`config.mk`:
```
export PLATFORM = sky130hd
export DESIGN_NAME = id_ex_stage
export DESIGN_NICKNAME = d
export VERILOG_FILES = /design/src/rtl/id_ex_pkg.sv /design/src/rtl/id_ex_stage_hazard.sv /design/src/rtl/id_ex_stage.sv
export SDC_FILE = /design/constraint.sdc
export NUM_CORES = 1
export LEC_CHECK = 0
export CAP_MARGIN = 20
export CORE_AREA = 2 2 136 138
export CTS_BUF_LIST = sky130_fd_sc_hd__clkbuf_16
export DETAILED_ROUTE_END_ITERATION = 8
export DIE_AREA = 0 0 138 140
export HOLD_SLACK_MARGIN = 0.1
export PLACE_DENSITY = 0.77
export SETUP_SLACK_MARGIN = 0.1
export SYNTH_ARGS = -nofsm -noshare
export SYNTH_HDL_FRONTEND = slang
export SYNTH_SLANG_ARGS = --single-unit
```
`constraint.sdc`:
```
create_clock -name clk -period 7.9 [get_ports clk]
set_input_delay 0.79 -clock clk [delete_from_list [all_inputs] [get_ports clk]]
set_output_delay 0.79 -clock clk [all_outputs]
set_load 0.01 [all_outputs]
```
`src/rtl/id_ex_pkg.sv`:
```
// Shared constants for the ID/EX pipeline register: widths, the bubble
// control bundle and the control-bundle field layout.
package id_ex_pkg;

    localparam int XLEN   = 32;
    localparam int CTRL_W = 8;
    localparam int REG_W  = 5;

    localparam logic [CTRL_W-1:0] CTRL_NOP = '0;

    localparam int CTRL_ALUOP_LSB = 0;
    localparam int CTRL_ALUOP_W   = 4;
    localparam int CTRL_ALUSRC    = 4;
    localparam int CTRL_MEMWRITE  = 5;
    localparam int CTRL_MEMTOREG  = 6;
    localparam int CTRL_BRANCH    = 7;

    // A match on x0 never counts: x0 is hardwired and has no producer.
    function automatic logic reg_hit(
        input logic [REG_W-1:0] a,
        input logic [REG_W-1:0] b
    );
        return (a != '0) && (a == b);
    endfunction

endpackage

```
`src/rtl/id_ex_stage_hazard.sv`:
```
// Load-use hazard detector: combinational lu/stall_if from the
// registered EX state and the instruction currently in ID.
module hazard_detect
    import id_ex_pkg::*;
(
    input  logic             ex_valid,
    input  logic             ex_memread,
    input  logic [REG_W-1:0] ex_rd,
    input  logic             id_valid,
    input  logic [REG_W-1:0] id_rs1,
    input  logic [REG_W-1:0] id_rs2,
    input  logic             ex_flush,
    output logic             lu,
    output logic             stall_if
);

    logic w_src_hit;

    assign w_src_hit = reg_hit(ex_rd, id_rs1)
                     | reg_hit(ex_rd, id_rs2);

    assign lu = ex_valid & ex_memread
              & id_valid & w_src_hit;

    // A flushed ID instruction is discarded, so holding it is pointless.
    assign stall_if = lu & ~ex_flush;

endmodule

```
`src/rtl/id_ex_stage.sv`:
```
// ID/EX pipeline register with load-use bubble, WB write-during-read
// bypass and EX flush. Optional counters under ID_EX_PERF_EN.
module id_ex_stage
    import id_ex_pkg::*;
(
    input  logic              clk,
    input  logic              rst,
    input  logic              id_valid,
    input  logic [XLEN-1:0]   id_pc,
    input  logic [REG_W-1:0]  id_rs1,
    input  logic [REG_W-1:0]  id_rs2,
    input  logic [REG_W-1:0]  id_rd,
    input  logic [XLEN-1:0]   id_rs1_data,
    input  logic [XLEN-1:0]   id_rs2_data,
    input  logic [XLEN-1:0]   id_imm,
    input  logic              id_regwrite,
    input  logic              id_memread,
    input  logic [CTRL_W-1:0] id_ctrl,
    input  logic              ex_flush,
    input  logic              wb_regwrite,
    input  logic [REG_W-1:0]  wb_rd,
    input  logic [XLEN-1:0]   wb_data,
    output logic              stall_if,
`ifdef ID_EX_PERF_EN
    output logic [31:0]       perf_stall_cnt,
    output logic [31:0]       perf_flush_cnt,
`endif
    output logic              ex_valid,
    output logic [XLEN-1:0]   ex_pc,
    output logic [XLEN-1:0]   ex_imm,
    output logic [XLEN-1:0]   ex_rs1_data,
    output logic [XLEN-1:0]   ex_rs2_data,
    output logic [REG_W-1:0]  ex_rs1,
    output logic [REG_W-1:0]  ex_rs2,
    output logic [REG_W-1:0]  ex_rd,
    output logic              ex_regwrite,
    output logic              ex_memread,
    output logic [CTRL_W-1:0] ex_ctrl
);

    logic              r_valid;
    logic [XLEN-1:0]   r_pc;
    logic [XLEN-1:0]   r_imm;
    logic [XLEN-1:0]   r_rs1_data;
    logic [XLEN-1:0]   r_rs2_data;
    logic [REG_W-1:0]  r_rs1;
    logic [REG_W-1:0]  r_rs2;
    logic [REG_W-1:0]  r_rd;
    logic              r_regwrite;
    logic              r_memread;
    logic [CTRL_W-1:0] r_ctrl;

    logic              w_lu;
    logic              w_stall;
    logic              w_load;
    logic [XLEN-1:0]   w_rs1_byp;
    logic [XLEN-1:0]   w_rs2_byp;

    logic              w_valid;
    logic [XLEN-1:0]   w_pc;
    logic [XLEN-1:0]   w_imm;
    logic [XLEN-1:0]   w_rs1_data;
    logic [XLEN-1:0]   w_rs2_data;
    logic [REG_W-1:0]  w_rs1;
    logic [REG_W-1:0]  w_rs2;
    logic [REG_W-1:0]  w_rd;
    logic              w_regwrite;
    logic              w_memread;
    logic [CTRL_W-1:0] w_ctrl;

    hazard_detect u_hazard (
        .ex_valid   (r_valid),
        .ex_memread (r_memread),
        .ex_rd      (r_rd),
        .id_valid   (id_valid),
        .id_rs1     (id_rs1),
        .id_rs2     (id_rs2),
        .ex_flush   (ex_flush),
        .lu         (w_lu),
        .stall_if   (w_stall)
    );

    assign stall_if = w_stall;
    assign w_load   = ~ex_flush & ~w_lu;

    // The register file writes at the clock edge, so ID reads stale data.
    assign w_rs1_byp = (wb_regwrite && reg_hit(wb_rd, id_rs1))
                     ? wb_data : id_rs1_data;
    assign w_rs2_byp = (wb_regwrite && reg_hit(wb_rd, id_rs2))
                     ? wb_data : id_rs2_data;

    always_comb begin
        w_valid    = 1'b0;
        w_pc       = '0;
        w_imm      = '0;
        w_rs1_data = '0;
        w_rs2_data = '0;
        w_rs1      = '0;
        w_rs2      = '0;
        w_rd       = '0;
        w_regwrite = 1'b0;
        w_memread  = 1'b0;
        w_ctrl     = CTRL_NOP;
        if (w_load) begin
            w_valid    = id_valid;
            w_pc       = id_pc;
            w_imm      = id_imm;
            w_rs1_data = w_rs1_byp;
            w_rs2_data = w_rs2_byp;
            w_rs1      = id_rs1;
            w_rs2      = id_rs2;
            w_rd       = id_rd;
            w_regwrite = id_valid & id_regwrite;
            w_memread  = id_valid & id_memread;
            w_ctrl     = id_valid ? id_ctrl : CTRL_NOP;
        end
    end

    always_ff @(posedge clk or posedge rst) begin
        if (rst) begin
            r_valid    <= 1'b0;
            r_pc       <= '0;
            r_imm      <= '0;
            r_rs1_data <= '0;
            r_rs2_data <= '0;
            r_rs1      <= '0;
            r_rs2      <= '0;
            r_rd       <= '0;
            r_regwrite <= 1'b0;
            r_memread  <= 1'b0;
            r_ctrl     <= CTRL_NOP;
        end else begin
            r_valid    <= w_valid;
            r_pc       <= w_pc;
            r_imm      <= w_imm;
            r_rs1_data <= w_rs1_data;
            r_rs2_data <= w_rs2_data;
            r_rs1      <= w_rs1;
            r_rs2      <= w_rs2;
            r_rd       <= w_rd;
            r_regwrite <= w_regwrite;
            r_memread  <= w_memread;
            r_ctrl     <= w_ctrl;
        end
    end

    assign ex_valid    = r_valid;
    assign ex_pc       = r_pc;
    assign ex_imm      = r_imm;
    assign ex_rs1_data = r_rs1_data;
    assign ex_rs2_data = r_rs2_data;
    assign ex_rs1      = r_rs1;
    assign ex_rs2      = r_rs2;
    assign ex_rd       = r_rd;
    assign ex_regwrite = r_regwrite;
    assign ex_memread  = r_memread;
    assign ex_ctrl     = r_ctrl;

`ifdef ID_EX_PERF_EN
    logic [31:0] r_stall_cnt;
    logic [31:0] r_flush_cnt;

    always_ff @(posedge clk or posedge rst) begin
        if (rst) begin
            r_stall_cnt <= '0;
            r_flush_cnt <= '0;
        end else begin
            if (w_stall)
                r_stall_cnt <= r_stall_cnt + 32'd1;
            if (ex_flush)
                r_flush_cnt <= r_flush_cnt + 32'd1;
        end
    end

    assign perf_stall_cnt = r_stall_cnt;
    assign perf_flush_cnt = r_flush_cnt;
`endif

endmodule
```
### Yosys cells after proc, flatten, opt, wreduce, memory -nomap -nowiden

Index checks and enable logic that the tools add are counted.

| storage, ports and cells | value |
|---|---|
| input port bits | 195 |
| register bits after elaboration | 154 |

| cells by class | value |
|---|---|
| multiplexer cells | 14 |
| eq/ne operators | 4 |
| bitwise operators | 10 |
| reduce and logical (&&, ||, !) cells | 8 |

Operators by type and width:

| operator | number |
|---|---|
| two-way mux 32 bit | 6 |
| == test 5 bit | 4 |
| two-way mux 8 bit | 2 |
| two-way mux 5 bit | 3 |
| nonzero test 5 bit | 2 |
| AND 1 bit | 7 |
| logical AND 1 bit | 6 |
| two-way mux 1 bit | 3 |
| NOT 1 bit | 2 |
| bitwise OR 1 bit | 1 |

### Logic depth before layout (Yosys ltp)

Gate-level depths: netlist of run 1.

| logic depth | value |
|---|---|
| depth after elaboration | 7 |
| depth in mapped cells | 6 |

### Hierarchy

Synthesis of run 1 repeated with hierarchy kept, for this count alone.

| unflattened totals | value |
|---|---|
| cells, all modules | 469 |
| area total of the unflattened synthesis | 5,926.9 sq um |

By module, submodules not included:

| module | cells each | sequential area each (sq um) | area each (sq um) | times used |
|---|---|---|---|---|
| id_ex_stage | 449 | 3,853.7 | 5,768.0 | 1 |
| hazard_detect | 20 | 0.0 | 158.9 | 1 |

### Worst setup path before layout of run 1

No wires, ideal clock.

| path | value |
|---|---|
| path kind | input -> output |
| start point | input id_rs1[4] |
| end point | output stall_if |
| required time | 7.110 ns |
| cell stages on the path | 6 |
| buffers on the path | 2 |
| slack | 5.166 ns |
| arrival | 1.944 ns |
| path through | xnor2_1 -> nand3_1 -> o22ai_1 -> clkbuf_1 -> buf_2 -> and3b_1 |

| between the ends | value |
|---|---|
| longest elaborated chain between the ends | 5 |

Ends and longest elaborated chain:

| what | RTL line | source |
|---|---|---|
| from (decl) | id_ex_stage.sv:10 | `input logic [REG_W-1:0] id_rs1,` |
| == test 5 bit | id_ex_pkg.sv:23 | `return (a != '0) && (a == b);` |
| logical AND 1 bit | id_ex_pkg.sv:23 |  |
| bitwise OR 1 bit | id_ex_stage_hazard.sv:20 | `\| reg_hit(ex_rd, id_rs2);` |
| AND 1 bit | id_ex_stage_hazard.sv:23 | `& id_valid & w_src_hit;` |
| AND 1 bit | id_ex_stage_hazard.sv:26 | `assign stall_if = lu & ~ex_flush;` |
| to (decl) | id_ex_stage.sv:23 | `output logic stall_if,` |

No other way between the ends.

### Worst setup path after layout of run 1

| path | value |
|---|---|
| start point | input id_rs2[3] |
| end point | register r_rs2_data[31] (netlist: ex_rs2_data[31]) |

| between the ends | value |
|---|---|
| longest elaborated chain between the ends | 7 |
| elaborated cells between the ends (all ways) | 11 |
| classes of those cells | 2 x eq/ne; 2 x mux; 4 x bitwise; 3 x reduce/logical |

Ends and longest elaborated chain:

| what | RTL line | source |
|---|---|---|
| from (decl) | id_ex_stage.sv:11 | `input logic [REG_W-1:0] id_rs2,` |
| == test 5 bit | id_ex_pkg.sv:23 |  |
| logical AND 1 bit | id_ex_pkg.sv:23 |  |
| bitwise OR 1 bit | id_ex_stage_hazard.sv:20 |  |
| AND 1 bit | id_ex_stage_hazard.sv:23 |  |
| NOT 1 bit | id_ex_stage.sv:84 | `assign w_load = ~ex_flush & ~w_lu;` |
| AND 1 bit | id_ex_stage.sv:84 |  |
| two-way mux 32 bit (*) | id_ex_stage.sv:104 | `if (w_load) begin` |
| named net w_rs2_data[31] | id_ex_stage.sv:63 | `logic [XLEN-1:0] w_rs2_data;` |
| to (signal assigned) | id_ex_stage.sv:137 | `r_rs2_data <= w_rs2_data;` |
| to (decl) | id_ex_stage.sv:45 | `logic [XLEN-1:0] r_rs2_data;` |

The timed path passes the listed nets; every way through them passes the cells marked *.

==> impl_metrics.py, run 1 <==
metrics = {
    "outcome": {
        "outcome": "finished clean",
    },
    "timing": {
        "timing.final.ws_setup_ns": 4.22,
        "finalMaxSlewViolations": 0,
        "tightest_slew_ns": 1.02,
        "fin_crit_sh_pct": 46.6,
        "clock-skew-final_ns": 0.0178,
        "setup_viol": 0,
        "relSlewSlack_pct": 31.7,
        "hold_viol": 0,
        "rsz0062_at_grt": "no",
        "finalCriticalPeriod_ns": 3.68,
        "fin_tns_setup_ns": 0,
        "max_clock_freq_mhz": 271,
    },
    "floorplan": {
        "dieArea_mm2": 0.0193,
        "die_width_um": 138,
        "start_util_pct": 41.6,
        "die_h_um": 140,
        "io_pins": 350,
        "core_region_area_mm2": 0.0178,
        "core.rowCount": 49,
    },
    "critical_path": {
        "start_kind": "primary input",
        "worst_ep_required_time_ns": 8.14,
        "crit_fanout": 79,
        "cp_slowest_cell": "buf_4",
        "endpoint_kind": "flip-flop",
        "crit_family": "buffers and inverters",
        "worstPathArrival_ns": 3.92,
        "critical-path-max-stage-delay_ns": 0.94,
        "cp_common_cell": "buf_4",
        "cp_num_buf_inv": 3,
        "crit_type": "in -> reg",
        "crit_chain": "clkdlybuf4s50_1 -> xnor2_1 -> nand2_1 -> o22ai_4 -> buf_4 -> buf_4 -> a221oi_1",
    },
    "global_routing": {
        "grt_overflow_total": 0,
        "grt_pass1_vias": 6953,
        "grt.total_usage_pct": 26.8,
        "grt_max_degree": 155,
        "grt_pass1_wl_mm": 40.6,
        "antenna_found_initial": 1,
    },
    "clock_network": {
        "ctsResizeCount": 0,
        "clk-insertion-delay-late_ns": 0.42,
        "holdBufCountCts": 0,
        "htree_levels": 4,
        "post_cts_buffers": 0,
        "root_buffer": "clkbuf_16",
        "cts-buffers-inserted": 17,
        "clk_pin_slew_ns": 0.07,
        "cts_buffer_depth": 2,
        "cts_tree": "done",
        "clock_sinks": 154,
    },
    "logic_synthesis": {
        "netlist_area_mm2": 0.00740,
        "postSynthCellCount": 660,
        "synth-edff-count": 0,
        "syn-num-nets": 855,
        "yosys.area.top_type": "dfrtp_1",
        "synth_warnings": 0,
        "ys_types": 25,
        "yosysTopAreaCellShare_pct": 52.1,
        "ys_seq_elements": 154,
        "synthTopCellsByArea": "dfrtp_1 (52%), a221oi_2 (12%), a211oi_1 (9.0%), o31ai_1 (6.5%), nand4_1 (5.4%)",
        "synthFlopType": "dfrtp_1",
        "async_flop_share_pct": 100,
        "syn_avg_cell_area_um2": 11.2,
        "yosysSeqAreaShare_pct": 52.1,
    },
    "placement": {
        "place_congestion": 0.968,
        "port_buffers": 349,
        "hpwl_mm": 17.0,
        "place_ws_ns": 3.89,
    },
    "min_path": {
        "hp-class": "in -> async",
    },
    "flow_run": {
        "drv_cap": 0,
    },
    "layout": {
        "area_growth_pct": 55.6,
        "final_common_cell": "clkdlybuf4s50_1",
        "num_antenna_cells": 0,
        "layout_common_cells": "clkdlybuf4s50_1 (348), dfrtp_1 (154), inv_1 (89), a211oi_1 (89)",
        "final_core_util_pct": 64.8,
        "finish.net_count": 1147,
        "drive_gt1_share_pct": 11.8,
    },
    "routing": {
        "antenna_left": 0,
        "dr_wl_met3_mm": 2.34,
        "wl_met1_mm": 10.1,
        "dr_total_vias": 6849,
        "dr.pass1.iters": 5,
        "wl_met2_mm": 12.7,
        "drt_iter0_markers": 509,
        "top_layer": "met4",
        "viasPerCell": 5.74,
        "wire_per_inst_um": 22.0,
        "wl_mm": 26.3,
        "route.detailed.drc": 0,
    },
    "power_and_ir_drop": {
        "switching_share_pct": 28.1,
        "p_sw_mw": 0.576,
        "pwr-share-seq_pct": 41.1,
        "power_leakage_nw": 4.68,
        "peakVddDrop_v": 0.000140,
        "power_frac_clock_pct": 38.4,
        "p_int_mw": 1.48,
        "comb_power_share_pct": 20.4,
        "p_per_area_mw_per_mm2": 178,
    },
}
[cell usage after synthesis, types with 2 or more instances]
master	instances
buf_1	18
and3_1	2
a221oi_1	4
buf_2	15
a21oi_1	2
a221oi_2	60
o31ai_1	64
inv_1	90
dfrtp_1	154
nand3_1	5
nand4_1	64
xnor2_1	20
buf_6	6
nand2_1	4
clkbuf_1	53
a211oi_1	89
and2_1	2
[power groups by stage]
stage	clock network [mW]	logic (mW)	registers, mW
after floorplan	0	0.157	0.879
after global placement	0	0.413	0.858
after detailed placement	0	0.416	0.859
after CTS	0.807	0.418	0.844
after global routing	0.840	0.445	0.848
final	0.789	0.420	0.844
[state kept, by name (all words and copies together), names as in the netlist]
register     count
ex_imm          32
ex_pc           32
ex_rs1_data     32
ex_rs2_data     32
ex_ctrl          8
ex_rd            5
ex_rs1           5
ex_rs2           5
ex_memread       1
ex_regwrite      1
ex_valid         1
[worst register-to-register path, stage by stage, from the launching register on]
cell      delay (ns)
dfrtp_1         0.46
xnor2_1         0.25
nand3_1         0.16
o22ai_4         0.16
buf_4           0.81
buf_4           0.98
a221oi_1        0.25
[path summary, 6_finish.rpt]
kind	start	endpoint	slack [ns]	cells past startpoint
worst min register to register	ex_memread	ex_valid	1.16	4
worst max-delay path	id_rs2[3]	ex_rs2_data[31]	4.22	7
min in group clk	id_imm[10]	ex_imm[10]	0.89	3
worst min-delay path	rst	ex_imm[10]	0.84	2
worst max register to register	ex_rd[4]	ex_rs2_data[31]	4.67	6
max in group asynchronous	rst	ex_rs2_data[23]	5.86	4
[per-stage QoR]
step                instances  total power [mW]  cell area, um^2  hold slack, ns
floorplan                 660              1.04             7400           0.898
global placement         1161              1.27            10900            1.17
detailed placement       1161              1.28            10900            1.18
CTS                      1192              2.07            11500           0.864
global route             1193              2.13            11500           0.871
finish                   1193              2.05            11500           0.835
[per-layer routing]
layer / track usage [%] / vias up
met3: 7.79 / 65
li1: - / 3081
met5: 0 / -
met4: 11.9 / 0
met1: 33.1 / 3303
met2: 43.9 / 400
[final cells by class]
cell class / count / area [um^2]
sequential: 154 / 3850
timing repair buffer: 365 / 3650
tap: 229 / 287
clock inverter: 14 / 135
inverter: 90 / 343
clock buffer: 17 / 425
fill: 1393 / 6260
multi-input combinational: 324 / 2830
[logic make-up after synthesis]
logic type | after synthesis | share of synthesized area (%)
DFF | 154 | 52.1
and+or+nand+nor | 82 | 6.76
xor gates and xnor gates | 20 | 2.37
buffers and inverters | 182 | 10.1
AOI/OAI and AO/OA | 222 | 28.7
Power figures use the tool's default switching activity.
==> run 2, diff against run 1 <==
- CORE_AREA: 2 2 136 138 -> unset
- CORE_UTILIZATION: unset -> 38
- DIE_AREA: 0 0 138 140 -> unset
- PLACE_DENSITY: 0.77 -> 0.74
- clock period: 7.9 -> 3.15 ns (I/O delays scaled with it)
==> impl_metrics.py, run 2 (same netlist as run 1, synthesis figures left out) <==
metrics = {
    "timing": {
        "tightest_slew_ns": 0.938,
        "fin_tns_setup_ns": 0,
        "relSlewSlack_pct": 37.5,
        "clock-skew-final_ns": 0.0104,
        "rsz0062_at_grt": "no",
        "finalCriticalPeriod_ns": 2.55,
        "setup_viol": 0,
        "finalMaxSlewViolations": 0,
        "hold_viol": 0,
        "max_clock_freq_mhz": 392,
        "fin_crit_sh_pct": 81.0,
    },
    "layout": {
        "layout_common_cells": "clkdlybuf4s50_1 (348), dfrtp_1 (154), inv_1 (89), a211oi_1 (89)",
        "area_growth_pct": 57.6,
        "finish.net_count": 1147,
        "final_common_cell": "clkdlybuf4s50_1",
        "final_core_util_pct": 61.7,
        "instances_no_fill": 1228,
        "fin_area_mm2": 0.0117,
        "drive_gt1_share_pct": 11.9,
    },
    "critical_path": {
        "cp_num_buf_inv": 1,
        "crit_fanout": 4,
        "crit_chain": "xnor2_1 -> nand3_1 -> o22ai_4 -> and3b_1 -> clkdlybuf4s50_1",
        "worstPathArrival_ns": 2.24,
        "critical-path-max-stage-delay_ns": 0.54,
        "start_kind": "flip-flop",
        "crit_type": "reg -> out",
        "cp_slowest_cell": "clkdlybuf4s50_1",
        "crit_family": "buffers and inverters",
        "worst_ep_required_time_ns": 2.83,
        "endpoint_kind": "primary output",
    },
    "routing": {
        "antenna_left": 0,
        "viasPerCell": 5.49,
        "wl_mm": 26.2,
        "dr_total_vias": 6737,
        "drt_iter0_markers": 303,
        "dr.pass1.iters": 5,
        "wire_per_inst_um": 21.3,
        "route.detailed.drc": 0,
    },
    "power_and_ir_drop": {
        "p_sw_mw": 1.48,
        "p_int_mw": 3.89,
        "peakVddDrop_v": 0.000356,
        "p_per_area_mw_per_mm2": 460,
        "power_frac_clock_pct": 40.9,
        "comb_power_share_pct": 19.8,
        "switching_share_pct": 27.6,
        "pwr-share-seq_pct": 39.3,
        "p_total_mw": 5.37,
        "power_leakage_nw": 4.72,
    },
    "clock_network": {
        "clk-insertion-delay-late_ns": 0.42,
        "root_buffer": "clkbuf_16",
        "cts_buffer_depth": 2,
        "htree_levels": 4,
        "post_cts_buffers": 0,
        "ctsResizeCount": 0,
        "holdBufCountCts": 0,
        "cts-buffers-inserted": 17,
        "clock_sinks": 154,
        "clk_pin_slew_ns": 0.07,
        "cts_tree": "done",
    },
    "floorplan": {
        "dieArea_mm2": 0.0200,
        "die_width_um": 142,
        "io_pins": 350,
        "start_util_pct": 39.2,
        "core_region_area_mm2": 0.0189,
        "core.rowCount": 50,
        "die_h_um": 142,
    },
    "placement": {
        "port_buffers": 349,
        "placed_area_mm2": 0.0110,
        "dp_cells": 1193,
        "place_congestion": 0.866,
        "hpwl_mm": 16.7,
    },
    "min_path": {
        "hp-class": "in -> async",
    },
    "outcome": {
        "outcome": "finished clean",
    },
    "flow_run": {
        "drv_cap": 0,
    },
    "global_routing": {
        "grt_pass1_vias": 7024,
        "antenna_found_initial": 3,
        "grt.total_usage_pct": 26.3,
        "grt_max_degree": 155,
        "grt_overflow_total": 0,
        "grt_pass1_wl_mm": 40.0,
    },
}
## run 2: changes by cell type in the layout (fill, tap and decap cells not counted), sizes merged
| cell | previous run | this run |
|---|---|---|
| clkinvlp | 2 | 1 |
| inv | 98 | 96 |
| clkinv | 3 | 5 |
| diode | 0 | 3 |
| bufinv | 1 | 3 |
## run 2: final timing paths
kind                             from              end  slack (ns)  depth (start not counted)
max in group asynchronous         rst  ex_rs1_data[21]        1.88                          3
setup reg to reg             ex_rd[4]   ex_rs2_data[1]        0.95                          5
setup / recovery             ex_rd[4]         stall_if        0.60                          5
hold / removal                    rst        ex_imm[7]        0.21                          2
hold reg to reg            ex_memread         ex_valid        1.13                          4
min in group clk             ex_flush        ex_rs1[2]        0.38                          2
## run 2: metrics by stage
step           setup WS [ns]  hold WS (ns)
5_1_grt                0.485         0.229
3_3_place_gp           0.664         0.633
4_1_cts                0.573         0.194
2_1_floorplan          0.890         0.423
6_report               0.599         0.206
3_5_place_dp           0.638         0.646
## run 2: power by group through the flow
stage | sequential [mW] | clock [mW] | combinational, mW
2_1_floorplan | 2.21 | 0 | 0.393
3_3_place_gp | 2.15 | 0 | 1.05
6_report | 2.11 | 2.19 | 1.06
3_5_place_dp | 2.15 | 0 | 1.06
5_1_grt | 2.12 | 2.34 | 1.13
4_1_cts | 2.11 | 2.25 | 1.06
## run 2: area by class of cell
| cell class | count | area [um^2] |
|---|---|---|
| Sequential cell | 154 | 3850 |
| Multi-Input combinational cell | 324 | 2830 |
| Antenna cell | 3 | 7.51 |
| Tap cell | 260 | 325 |
| Timing Repair Buffer | 365 | 3680 |
| Inverter | 90 | 342 |
| Clock buffer | 17 | 425 |
| Clock inverter | 15 | 208 |
| Fill cell | 1591 | 7230 |
## run 2: routing by layer
layer  share of wire (%)  routed length (um)  global-route usage [%]
met1                  40               10400                    32.0
met2                  49               12800                    43.1
met3                 7.7                2010                    7.53
met4                 3.3                 873                    12.1
met5                   0                   0                       0
==> run 3, diff against run 2 <==
- CORE_UTILIZATION: 38 -> 42
- PLACE_DENSITY: 0.74 -> 0.78
- clock period: 3.15 -> 2.5 ns (I/O delays scaled with it)
==> impl_metrics.py, run 3 (same netlist as run 1, synthesis figures left out) <==
metrics = {
    "clock_network": {
        "clk-insertion-delay-late_ns": 0.42,
        "post_cts_buffers": 0,
        "cts_buffer_depth": 2,
        "clk_pin_slew_ns": 0.06,
        "cts_tree": "done",
        "htree_levels": 4,
        "cts-buffers-inserted": 17,
        "root_buffer": "clkbuf_16",
        "clock_sinks": 154,
        "holdBufCountCts": 0,
    },
    "floorplan": {
        "io_pins": 350,
        "die_width_um": 135,
        "start_util_pct": 42.9,
        "core.rowCount": 48,
        "dieArea_mm2": 0.0182,
        "die_h_um": 135,
        "core_region_area_mm2": 0.0172,
    },
    "critical_path": {
        "crit_family": "flip-flops",
        "r2r-start": "ex_rd[0]",
        "r2r_end": "ex_imm[28]",
        "crit_chain": "xnor2_1 -> nand3_1 -> o22ai_4 -> and3b_1 -> dlygate4sd2_1",
        "rr_worst_depth": 5,
        "ff2ff_setup_slack_ns": 0.58,
        "cp_slowest_cell": "dfrtp_1",
        "worst_ep_required_time_ns": 2.25,
        "start_kind": "flip-flop",
        "cp_num_buf_inv": 1,
        "endpoint_kind": "primary output",
        "crit_type": "reg -> out",
        "crit_fanout": 4,
        "worstPathArrival_ns": 1.92,
        "critical-path-max-stage-delay_ns": 0.45,
    },
    "timing": {
        "setup_viol": 0,
        "finalCriticalPeriod_ns": 2.17,
        "relSlewSlack_pct": 49.5,
        "finalMaxSlewViolations": 0,
        "tightest_slew_ns": 0.758,
        "hold_viol": 0,
        "timing.final.ws_setup_ns": 0.328,
        "rsz0062_at_grt": "no",
        "clock-skew-final_ns": 0.0150,
        "fin_tns_setup_ns": 0,
        "max_clock_freq_mhz": 460,
        "fin_crit_sh_pct": 86.9,
        "final.hold.worst_slack_ns": 0.302,
    },
    "global_routing": {
        "grt_pass1_wl_mm": 39.1,
        "grt.total_usage_pct": 28.5,
        "antenna_found_initial": 3,
        "grt_overflow_total": 0,
        "grt_pass1_vias": 6893,
        "grt_max_degree": 99,
    },
    "power_and_ir_drop": {
        "pwr-share-seq_pct": 40.1,
        "peakVddDrop_v": 0.000448,
        "power_leakage_nw": 4.85,
        "comb_power_share_pct": 21.1,
        "switching_share_pct": 27.3,
        "p_total_mw": 6.65,
        "power_frac_clock_pct": 38.8,
        "p_per_area_mw_per_mm2": 560,
        "p_sw_mw": 1.82,
        "p_int_mw": 4.84,
    },
    "routing": {
        "wire_per_inst_um": 21.2,
        "wl_mm": 25.7,
        "viasPerCell": 5.67,
        "dr.pass1.iters": 5,
        "dr_total_vias": 6874,
        "antenna_left": 0,
        "drt_iter0_markers": 544,
        "route.detailed.drc": 0,
    },
    "min_path": {
        "hp-class": "in -> async",
    },
    "layout": {
        "final_common_cell": "clkdlybuf4s50_1",
        "final_core_util_pct": 68.9,
        "drive_gt1_share_pct": 13.6,
        "layout_common_cells": "clkdlybuf4s50_1 (347), dfrtp_1 (154), inv_1 (89), a211oi_1 (89)",
        "area_growth_pct": 60.5,
        "finish.net_count": 1167,
    },
    "placement": {
        "hpwl_mm": 17.4,
        "port_buffers": 349,
        "place_congestion": 0.884,
        "place_ws_ns": 0.194,
    },
    "outcome": {
        "outcome": "finished clean",
    },
    "flow_run": {
        "drv_cap": 0,
    },
}
[run 3: cell types whose count changed in the layout (fill, tap and decap cells not counted)]
cell	previous run	this run
buf_12	5	17
clkinv_4	1	2
clkinv_1	0	1
clkinvlp_4	1	3
inv_6	5	4
dlygate4sd2_1	0	1
clkinv_8	2	0
bufinv_16	3	2
buf_4	11	19
clkdlybuf4s50_1	348	347
[run 3: metrics by stage]
stage,instances,instance area [um^2]
2_1_floorplan,660,7400
3_3_place_gp,1178,11300
3_5_place_dp,1178,11300
4_1_cts,1210,11900
5_1_grt,1213,11900
6_report,1213,11900
[run 3: metal layers]
| layer | vias to the layer above | wire, um | track usage, % |
|---|---|---|---|
| met2 | 363 | 12400 | 46.0 |
| met5 | - | 0 | 0 |
| met3 | 62 | 2260 | 8.45 |
| met1 | 3316 | 10000 | 35.0 |
| li1 | 3133 | - | - |
| met4 | 0 | 967 | 13.5 |
[run 3: timing repair]
action	4_1_cts	5_1_grt
endpoints found under the setup margin	1	0
endpoints found under the hold margin	0	0
resized for setup	1	0
[run 3: worst min-delay path: cells and delay by family]
family	cells	cell delay (ns)
buf+inv	3	0.87
[run 3: how the worst max path moves through the flow]
| stage | from | to | slack, ns | cells after the start |
|---|---|---|---|---|
| 4_1_cts | ex_rd[2] | stall_if | 0.33 | 5 |
| 3_5_place_dp | id_rs1[2] | stall_if | 0.19 | 6 |
| 6_report | ex_rd[2] | stall_if | 0.33 | 5 |
| 3_3_place_gp | id_rs1[4] | stall_if | 0.20 | 6 |
| 5_1_grt | ex_rd[4] | stall_if | 0.23 | 5 |
| 2_1_floorplan | rst | ex_ctrl[0] | 0.31 | 1 |
[run 3: power by group through the flow]
stage               Combinational [mW]  Clock (mW)  Sequential [mW]
floorplan                        0.496           0             2.78
global placement                  1.39           0             2.71
detailed placement                1.40           0             2.71
CTS                               1.41        2.62             2.67
global route                      1.49        2.76             2.67
finish                            1.41        2.58             2.67
[run 3: layout make-up]
class,instances,area [um^2]
flip-flops and latches,154,3850
repair buffers,385,3980
clock buffers,17,425
clock inverters,15,164
well taps,225,282
diodes,3,7.51
inverters,90,342
multi-input cells,324,2830
fillers,1283,5360
